===== src/rtl/bcd_reaction_ctr_if.sv =====
// Counter-control link between the reaction-timer game FSM and the BCD elapsed-time counter.
// The controller drives enable/clear; the counter returns the displayed digits and status.
interface bcd_reaction_ctr_if;
    logic       ctr_en;
    logic       ctr_ar;
    logic [3:0] bcd_ones;
    logic [3:0] bcd_tens;
    logic [3:0] bcd_hund;
    logic       ovf;
    logic       done;

    modport master (
        output ctr_en,
        output ctr_ar,
        input  bcd_ones,
        input  bcd_tens,
        input  bcd_hund,
        input  ovf,
        input  done
    );

    modport slave (
        input  ctr_en,
        input  ctr_ar,
        output bcd_ones,
        output bcd_tens,
        output bcd_hund,
        output ovf,
        output done
    );
endinterface


===== src/rtl/bcd_reaction_ctr.sv =====
// Three-digit BCD elapsed-time counter: counts prescaled ticks 000..999 with sticky overflow
// and a one-cycle done pulse on the falling edge of the controller's count enable.
module bcd_reaction_ctr #(
    parameter int TICK_DIV = 10000,
    parameter int PSC_W    = 14
) (
    input  logic               clk,
    input  logic               ar,
    bcd_reaction_ctr_if.slave  cif
);

    localparam logic [PSC_W-1:0] PSC_LAST = PSC_W'(TICK_DIV - 1);

    logic [PSC_W-1:0] psc_q;
    logic [PSC_W-1:0] psc_d;
    logic             ovf_q;
    logic             ovf_d;
    logic             en_dly_q;
    logic             en_dly_d;
    logic             done_q;
    logic             done_d;

    logic             psc_wrap;
    logic             tick;
    logic [3:0]       carry;
    logic [2:0][3:0]  digits;

    assign psc_wrap = (psc_q == PSC_LAST);
    assign tick     = cif.ctr_ar & cif.ctr_en & ~ovf_q & psc_wrap;
    assign carry[0] = tick;

    // carry[3] means the increment would pass 999: every digit holds and ovf is set instead.
    for (genvar gi = 0; gi < 3; gi++) begin : g_digit
        logic [3:0] digit_q;
        logic [3:0] digit_d;
        logic       at_nine;

        assign at_nine       = (digit_q == 4'd9);
        assign carry[gi+1]   = carry[gi] & at_nine;
        assign digits[gi]    = digit_q;

        always_comb begin
            digit_d = digit_q;
            if (!cif.ctr_ar) begin
                digit_d = 4'd0;
            end else if (carry[gi] && !carry[3]) begin
                digit_d = at_nine ? 4'd0 : digit_q + 4'd1;
            end
        end

        always_ff @(posedge clk or posedge ar) begin
            if (ar) begin
                digit_q <= 4'd0;
            end else begin
                digit_q <= digit_d;
            end
        end
    end

    always_comb begin
        psc_d    = psc_q;
        ovf_d    = ovf_q;
        en_dly_d = cif.ctr_en;
        done_d   = en_dly_q & ~cif.ctr_en & cif.ctr_ar;
        if (!cif.ctr_ar) begin
            psc_d    = '0;
            ovf_d    = 1'b0;
            en_dly_d = 1'b0;
            done_d   = 1'b0;
        end else if (cif.ctr_en && !ovf_q) begin
            if (psc_wrap) begin
                psc_d = '0;
                if (carry[3]) begin
                    ovf_d = 1'b1;
                end
            end else begin
                psc_d = psc_q + PSC_W'(1);
            end
        end
    end

    always_ff @(posedge clk or posedge ar) begin
        if (ar) begin
            psc_q    <= '0;
            ovf_q    <= 1'b0;
            en_dly_q <= 1'b0;
            done_q   <= 1'b0;
        end else begin
            psc_q    <= psc_d;
            ovf_q    <= ovf_d;
            en_dly_q <= en_dly_d;
            done_q   <= done_d;
        end
    end

    assign cif.bcd_ones = digits[0];
    assign cif.bcd_tens = digits[1];
    assign cif.bcd_hund = digits[2];
    assign cif.ovf      = ovf_q;
    assign cif.done     = done_q;

endmodule


===== src/flat_wrapper.sv =====
// flat-port wrapper written by rule: the top's interface ports become plain ports
module bcd_reaction_ctr_flat 
#(
    parameter int TICK_DIV = 10000,
    parameter int PSC_W    = 14
)
  (clk, ar, cif_ctr_en, cif_ctr_ar, cif_bcd_ones, cif_bcd_tens, cif_bcd_hund, cif_ovf, cif_done);
  bcd_reaction_ctr_if cif_i ();
  input  logic clk;
  input  logic ar;
  input wire logic [$bits(cif_i.ctr_en)-1:0] cif_ctr_en;
  input wire logic [$bits(cif_i.ctr_ar)-1:0] cif_ctr_ar;
  output wire logic [$bits(cif_i.bcd_ones)-1:0] cif_bcd_ones;
  output wire logic [$bits(cif_i.bcd_tens)-1:0] cif_bcd_tens;
  output wire logic [$bits(cif_i.bcd_hund)-1:0] cif_bcd_hund;
  output wire logic [$bits(cif_i.ovf)-1:0] cif_ovf;
  output wire logic [$bits(cif_i.done)-1:0] cif_done;
  assign cif_i.ctr_en = cif_ctr_en;
  assign cif_i.ctr_ar = cif_ctr_ar;
  assign cif_bcd_ones = cif_i.bcd_ones;
  assign cif_bcd_tens = cif_i.bcd_tens;
  assign cif_bcd_hund = cif_i.bcd_hund;
  assign cif_ovf = cif_i.ovf;
  assign cif_done = cif_i.done;
  bcd_reaction_ctr #(.TICK_DIV(TICK_DIV), .PSC_W(PSC_W)) u_core (.clk(clk), .ar(ar), .cif(cif_i));
endmodule

===== config.mk =====
export PLATFORM = sky130hd
export DESIGN_NAME = bcd_reaction_ctr_flat
export DESIGN_NICKNAME = d
export VERILOG_FILES = /design/src/rtl/bcd_reaction_ctr_if.sv /design/src/rtl/bcd_reaction_ctr.sv /design/src/flat_wrapper.sv
export SDC_FILE = /design/constraint.sdc
export NUM_CORES = 1
export LEC_CHECK = 0
export BUFFER_PORTS_ARGS = -buffer_cell sky130_fd_sc_hd__buf_2
export CORE_ASPECT_RATIO = 0.7
export CORE_MARGIN = 2
export CORE_UTILIZATION = 40
export DETAILED_ROUTE_END_ITERATION = 6
export PLACE_DENSITY = 0.67
export SLEW_MARGIN = 20
export SYNTH_ARGS = -nofsm -noshare
export SYNTH_HDL_FRONTEND = slang
export SYNTH_SLANG_ARGS = --single-unit

===== constraint.sdc =====
create_clock -name clk -period 1.7 [get_ports clk]
set_clock_uncertainty 0.05 [all_clocks]
set_input_delay 0.17 -clock clk [delete_from_list [all_inputs] [get_ports clk]]
set_output_delay 0.17 -clock clk [all_outputs]
set_load 0.05 [all_outputs]

==> summary.md, run 1 <==
The flow ran to the end, but the final reports show violations. The final reports fail on setup timing. Number of setup violations in the final report: 2. TritonCTS built the clock tree. Layout cell share with drive strength beyond 1: 0.396. At the pin with the least slew margin, the transition time is 0.390 ns. Entering global routing, the biggest net connects 30 pins.

The detailed-route vias per instance was 5.62. The min-delay analysis places its worst path in the category in -> reg. The global-route wire length before repair came out at 6.79 mm. The effective utilization at floorplan was 0.426; the time the final worst path needs with I/O delays and setup was 1.71 ns.

In the final design database the tool counted 240 nets. No sink is reached through more buffers than the 2 on the longest clock path. The synthesized netlist net count is 186. From left edge to right edge, the die measures 81.9 um.

For the worst setup path, the data arrival time is 1.87 ns. The count of cells in the finished layout, fillers not included, comes to 282. For the number of iterations in the first detailed-routing pass, the log shows 4. The beginning of the worst hold path was cif_ctr_en. The sequential cell area is 734 um2, and the count of yosys warnings during synthesis is 0. Port buffering added 17 buffers.

Area of the core: 3990 um2. For the worst-skew pair, the clock arrives at the later sink with an insertion delay of 0.29 ns. The fraction of registers with async set or reset after synthesis is 1.00.

The worst register-to-register path has a depth of 5. By startpoint and endpoint, the worst setup path is classified as reg -> reg. After clock tree synthesis, the clock-pin slew on the worst setup and hold paths is 0.07 ns. Largest area contributor in the netlist: sky130_fd_sc_hd__dfrtp_1. The post-synthesis instance area was 1700 um2; the area used by multi-input combinational logic was 1050 um2.

The cell count after synthesis is 175, and the die extent in y is 58.6 um. After legalization and detailed placement, the total HPWL measured 3.00 mm. The filler cells instantiated in the layout total 373. The run gives 4.59 mm as the final wirelength. The critical path ends at u_core.cif.bcd_hund[0].

Yosys mapped a number of flops with a built-in enable equal to 0. The endpoint of the worst-slack reg-to-reg timing path was u_core.cif.bcd_hund[0]. In this run, synthesis produced a sequential element count of 29. The largest vdd supply drop is 0.510 mV. The most critical setup path has its startpoint at u_core.psc_q[11].

Global routing finished with a remaining overflow of 0. The number of antenna violations at the first check in global routing is 0, and the setup slack of the critical path after layout is -0.0115 ns. The post-route core utilization was 0.586; the number of max-slew violations in the final report was 0. Across the run, the number of max-cap violations was 0. After the first detailed-routing iteration, the DRC count stood at 144. The leakage power figure is 0.985 nW, and the synthesis-to-layout area growth is 37.7%. In the final timing run, aggregate negative setup slack is -0.0135 ns.

Counting distinct cell types in the post-synthesis netlist gives 43. The final route contains 1585 vias. The congestion estimate from routability-driven global placement came to 0.927.

For the boundary pin count, the log shows 18. Clock tree synthesis found a total of 29 sinks. The top-area cell type share of the netlist area came out at 0.427. The detail route stage leaves a number of antenna-violating nets equal to 0.

The run gives 584 MHz as the timing-limited maximum frequency. STA classifies the critical path endpoint as a flip-flop. The die covers 4800 um2. The tools report the cell total after placement as 269. The logs give 1.38 mW for the post-layout total power and 0.427 for the portion of the post-synthesis area used by sequential elements. Setup repair after global routing could not meet its margin everywhere.

The register-to-register setup slack is -0.01 ns. Ranked by total cell area, the synthesized netlist is headed by sky130_fd_sc_hd__dfrtp_1 (43%), sky130_fd_sc_hd__ha_1 (5.2%), sky130_fd_sc_hd__xnor2_1 (4.1%). For this design the ratio of total power to cell area is 590 nW/um2. The routed length per instance came out at 16.3 um. STA classifies the critical path startpoint as a flip-flop.

CTS built an H-tree with a depth of 2. The repair_antennas step left the layout with diodes totalling 0. Along the worst path, the maximum fanout reaches 5. For the CTS buffer count, the log shows 5. The tools report the reg-to-reg critical path startpoint as u_core.psc_q[11].

The ratio of final minimum period to clock period was 1.01. The run gives 1366 as the via count of the first global-routing pass. The worst relative slew slack came out at 0.740. The cell row count is 19. The tools report the number of remaining DRC errors as 0. The run gives 1.86 ns as the critical path data required time.

Global-route usage over all layers: 0.194. The hold violation total from the final report was 0; the average cell area after synthesis was 9.72 um2. The most instantiated flip-flop cell in the synthesis netlist is sky130_fd_sc_hd__dfrtp_1. CTS placed an instance of sky130_fd_sc_hd__clkbuf_8 at the clock tree root.
-- routing by layer --
layer | GRT usage | up-vias | part of all wire
met3 | 0.0506 | 12 | 0.059
met5 | 0 | - | 0
met2 | 0.242 | 48 | 0.43
li1 | - | 768 | -
met4 | 0.0952 | 0 | 0.024
met1 | 0.304 | 757 | 0.49
-- stage by stage --
stage	area (um2)	hold WS, ns	setup WS (ns)
floorplan	1710	0.190	-0.0836
global placement	2060	0.211	-0.00683
detailed placement	2060	0.217	-0.0296
CTS	2170	0.0569	-0.0386
global route	2340	0.0536	-0.0878
finish	2340	0.0661	-0.0115
-- sequential cells by signal, indices dropped and copies added, names as in the netlist --
| signal | flops |
|---|---|
| u_core.cif.ovf | 1 |
| u_core.cif.bcd_tens | 4 |
| u_core.cif.bcd_ones | 4 |
| u_core.psc_q | 14 |
| u_core.cif.bcd_hund | 4 |
| u_core.cif.done | 1 |
| u_core.en_dly_q | 1 |
-- cells by family after synthesis --
family                   share of synthesized area
multiplexers                               0.00589
XOR/XNOR                                    0.0412
AND/OR/NAND/NOR                              0.262
adder cells (fa/ha/maj)                     0.0515
flip-flops                                   0.427
buffers and inverters                       0.0412
AO/OA/AOI/OAI                                0.171
-- worst min path at each step --
| stage | to | slack, ns | depth (start not counted) |
|---|---|---|---|
| 3_3_place_gp | u_core.cif.bcd_tens[3] | 0.21 | 3 |
| 2_1_floorplan | u_core.cif.done | 0.19 | 1 |
| 4_1_cts | u_core.cif.done | 0.06 | 2 |
| 3_5_place_dp | u_core.cif.done | 0.22 | 3 |
| 5_1_grt | u_core.cif.done | 0.05 | 2 |
| 6_report | u_core.cif.done | 0.07 | 2 |
-- what timing repair did --
item	in CTS	in global routing
cloned	0	1
buffers inserted	0	3
resized for setup	1	28
endpoints found under the hold margin	29	0
endpoints found under the setup margin	5	18
pin swaps	0	4
hold buffers	1	0
-- layout by cell type (no fill, tap or decap), types with 4 or more instances in the layout --
cell	n
sky130_fd_sc_hd__nand2_1	8
sky130_fd_sc_hd__xnor2_1	8
sky130_fd_sc_hd__nand4_1	4
sky130_fd_sc_hd__buf_2	17
sky130_fd_sc_hd__nor2_1	13
sky130_fd_sc_hd__a31oi_1	5
sky130_fd_sc_hd__buf_4	31
sky130_fd_sc_hd__ha_1	5
sky130_fd_sc_hd__nand3_1	10
sky130_fd_sc_hd__clkbuf_8	6
sky130_fd_sc_hd__or3_1	4
sky130_fd_sc_hd__dfrtp_1	22
sky130_fd_sc_hd__a21oi_1	4
sky130_fd_sc_hd__dfrtp_2	7
sky130_fd_sc_hd__inv_1	10
sky130_fd_sc_hd__o21ai_1	5
sky130_fd_sc_hd__a211oi_1	4
sky130_fd_sc_hd__nand3b_1	7
-- worst max-delay path, cell delays in order (launching register included) --
cell                      delay, ns
sky130_fd_sc_hd__dfrtp_1       0.41
sky130_fd_sc_hd__nor4_4        0.31
sky130_fd_sc_hd__buf_4         0.19
sky130_fd_sc_hd__nand4_4       0.13
sky130_fd_sc_hd__or3_1         0.40
sky130_fd_sc_hd__a21oi_2       0.14
-- Yosys cell counts, types with 4 or more instances --
| library cell | instances |
|---|---|
| sky130_fd_sc_hd__ha_1 | 7 |
| sky130_fd_sc_hd__or3_1 | 5 |
| sky130_fd_sc_hd__a31oi_1 | 5 |
| sky130_fd_sc_hd__nand3b_1 | 7 |
| sky130_fd_sc_hd__nand2_1 | 8 |
| sky130_fd_sc_hd__o21ai_1 | 5 |
| sky130_fd_sc_hd__a21oi_1 | 6 |
| sky130_fd_sc_hd__o311ai_1 | 5 |
| sky130_fd_sc_hd__inv_1 | 12 |
| sky130_fd_sc_hd__nand4_1 | 4 |
| sky130_fd_sc_hd__nand3_1 | 11 |
| sky130_fd_sc_hd__a211oi_1 | 4 |
| sky130_fd_sc_hd__xnor2_1 | 8 |
| sky130_fd_sc_hd__dfrtp_1 | 29 |
| sky130_fd_sc_hd__nor2_1 | 13 |
-- power by group --
group	leakage (nW)	switching [mW]	internal [mW]	total, mW
registers	0.391	0.00400	0.696	0.700
logic	0.549	0.0595	0.0244	0.0839
clock network	0.0455	0.268	0.329	0.597
total	0.985	0.331	1.05	1.38
-- cell type report --
| class | count | area share |
|---|---|---|
| Tap cell | 52 | 0.0278 |
| Timing Repair Buffer | 51 | 0.150 |
| Multi-Input combinational cell | 129 | 0.450 |
| Clock buffer | 8 | 0.0385 |
| Sequential cell | 29 | 0.314 |
| Inverter | 13 | 0.0208 |
Note: power is estimated with default switching activity, not from simulation.
==> run 2: changes to the inputs <==
--- a/config.mk
+++ b/config.mk
@@ -7,10 +7,9 @@
 export LEC_CHECK = 0
 export BUFFER_PORTS_ARGS = -buffer_cell sky130_fd_sc_hd__buf_2
 export CORE_ASPECT_RATIO = 0.7
-export CORE_MARGIN = 2
 export CORE_UTILIZATION = 40
 export DETAILED_ROUTE_END_ITERATION = 6
-export PLACE_DENSITY = 0.67
+export PLACE_DENSITY = 0.65
 export SLEW_MARGIN = 20
 export SYNTH_ARGS = -nofsm -noshare
 export SYNTH_HDL_FRONTEND = slang
==> constraint.sdc (replaced) <==
create_clock -name clk -period 2.19 [get_ports clk]
set_clock_uncertainty 0.05 [all_clocks]
set_input_delay 0.219 -clock clk [delete_from_list [all_inputs] [get_ports clk]]
set_output_delay 0.219 -clock clk [all_outputs]
set_load 0.05 [all_outputs]
==> summary.md, run 2 (synthesis gave the netlist of run 1 again) <==
The tools report the worst hold slack after final layout as 0.114 ns. Routed length per instance: 16.1 um. The effective utilization at floorplan is 0.426. The run gives 19 as the cell row count. The floorplan step set the die height to 56.6 um.

In this run the worst hold path is classified as in -> reg. The synthesis-to-layout area growth works out to 15.9%. Using the TritonRoute via totals, the vias-per-cell ratio works out to 5.88. Placed instance area: 1860 um2. The horizontal die dimension is 79.9 um, and the clock insertion delay at the later pin of the skew report is 0.28 ns. The worst relative slew slack is 0.693, and the CTS buffer count is 5.

The register with the most flip-flops in the final layout is u_core.psc_q. The post-layout total power was 1.09 mW; the number of gates given a new drive strength after cts was 0. The ratio of total power to cell area was 552 nW/um2; the floorplan die area was 4520 um2.

STA classifies the critical path startpoint as a flip-flop. The critical path arrival is 2.09 ns. The logs give 0.200 ns for the setup slack of the critical path after layout and 0.231 ns for the worst slack at placement.

The logs give 0.212 for the global-route usage over all layers and 0.289 mV for the largest vdd supply drop. Setup violations remaining at the end of the flow were counted as 0. TritonCTS built the clock tree. Adding up every negative setup slack in the final design gives 0 ns.

Most frequent standard cell in the layout excluding fill and tap cells: sky130_fd_sc_hd__dfrtp_1. For this block, the initial DRC count from the detailed router was 139. After detailed routing, the number of remaining DRC violations is 0. The number of maximum-capacitance violations was 0; the maximum fanout count along the critical path was 8.

The final wirelength was 4.07 mm. Walking the worst path, the cells encountered are inv_1, ha_1, and3b_1, nand4_1, o311ai_1, o41ai_1. The layout cell share with drive strength beyond 1 is 0.180, and the summed area of non-filler cells in the final layout is 1970 um2. Setup repair after global routing left no endpoint under its margin. The wire-length estimate of the detail-placed layout is 2.99 mm.

The hold violation total from the final report is 0, and the total of buffers placed on input and output ports is 17. The first global-routing pass estimated 7.02 mm of wire. The logs give 3990 um2 for the area of the core and 4 for the number of iterations in the first detailed-routing pass. For this run the aggregate overflow at the end of global routing stands at 0. The cell class contributing the biggest share of worst-path delay is simple AND/OR/NAND/NOR gates.

The longest clock path from root to sink contains 2 buffers. The repair_antennas step left the layout with diodes totalling 0. The total vias in the final route came out at 1483.

The flow ran to the end, and the final reports show no timing, DRC or antenna violations. The clock drives 29 sinks. The clock transition time at the flip-flop clock pins of the worst setup and hold paths was 0.06 ns. Boundary pin count: 18. The clock tree synthesis step divided the H-tree into 2 levels.

The count of nets left with antenna violations once routing finished came out at 0. The number of buffers and inverters on the critical path is 1, and the number of max-slew violations in the final report is 0. Derived from the worst setup path, the maximum achievable clock frequency is 502 MHz. In the layout the commonest cells are sky130_fd_sc_hd__dfrtp_1 (29), sky130_fd_sc_hd__buf_2 (17), sky130_fd_sc_hd__nor2_1 (13).

For the worst setup path, the data required time is 2.29 ns. The ratio of final minimum period to clock period was 0.909; the time the final worst path needs with I/O delays and setup was 1.99 ns. The maximum number of pins on one net before global-route repair was 30; the routability congestion estimate was 0.885.

The critical path is of the reg -> reg type. The run gives 0 as the number of antenna violations at the first check in global routing. The worst setup path is captured at a flip-flop.

At the pin with the least slew margin, the transition time is 0.460 ns. The flip-flop count of the largest register after layout is 14, and the net count of the finished layout is 210. The delay of the slowest cell on the worst path was 0.42 ns; the leakage power figure was 0.845 nW. Fill cells in the final layout number 380.

The via count of the first global-routing pass was 1398. The slowest library cell on the worst path was sky130_fd_sc_hd__o311ai_1. The buffer type at the clock tree root was sky130_fd_sc_hd__clkbuf_8.
run 2: cell count changes in the layout (fill, tap and decap cells not counted), sizes merged:
cell | before | now
buf | 50 | 21
clkbuf | 8 | 7
clkinv | 0 | 1
nand4 | 7 | 6
run 2: final timing paths:
path,start,end,slack (ns),cells past startpoint
worst max-delay path,u_core.cif.bcd_tens[1],u_core.cif.bcd_hund[3],0.20,6
worst min-delay path,cif_ctr_en,u_core.cif.done,0.11,2
worst min register to register,u_core.psc_q[13],u_core.psc_q[13],0.46,1
min in group asynchronous,ar,u_core.cif.ovf,0.50,4
max in group asynchronous,ar,u_core.psc_q[4],1.32,4
worst max register to register,u_core.cif.bcd_tens[1],u_core.cif.bcd_hund[3],0.20,6
run 2: where the power goes:
group / internal (mW) / switching, mW
sequential: 0.540 / 0.00331
clock: 0.284 / 0.202
combinational: 0.0165 / 0.0426
run 2: final cells by class:
class / count / area, um2 / share of cell area
clock buffer: 7 / 96.3 / 0.0489
tap: 52 / 65.1 / 0.0330
inverter: 13 / 48.8 / 0.0248
sequential: 29 / 726 / 0.368
multi-input combinational: 128 / 905 / 0.459
timing repair buffer: 22 / 125 / 0.0635
clock inverter: 1 / 5.00 / 0.00254
run 2: stage by stage:
stage	utilization	cells
floorplan	-	175
global placement	0.466	243
detailed placement	0.466	243
CTS	0.493	252
global route	0.493	252
finish	0.493	252
run 2: routing by layer:
layer | global-route usage | routed length (um) | vias to the layer above
li1 | - | - | 708
met1 | 0.299 | 2020 | 725
met2 | 0.306 | 1750 | 48
met3 | 0.0537 | 269 | 2
met4 | 0.0893 | 30 | 0
met5 | 0 | 0 | -
run 2: worst reg2reg max path, cell delays in order (launching register included):
cell	delay (ns)
sky130_fd_sc_hd__dfrtp_1	0.41
sky130_fd_sc_hd__inv_1	0.08
sky130_fd_sc_hd__ha_1	0.17
sky130_fd_sc_hd__and3b_1	0.24
sky130_fd_sc_hd__nand4_1	0.34
sky130_fd_sc_hd__o311ai_1	0.42
sky130_fd_sc_hd__o41ai_1	0.14
run 2: timing repair:
item                      4_1_cts  5_1_grt
hold buffers                    1        0
hold endpoints to repair       29        0
setup buffers                   0        0
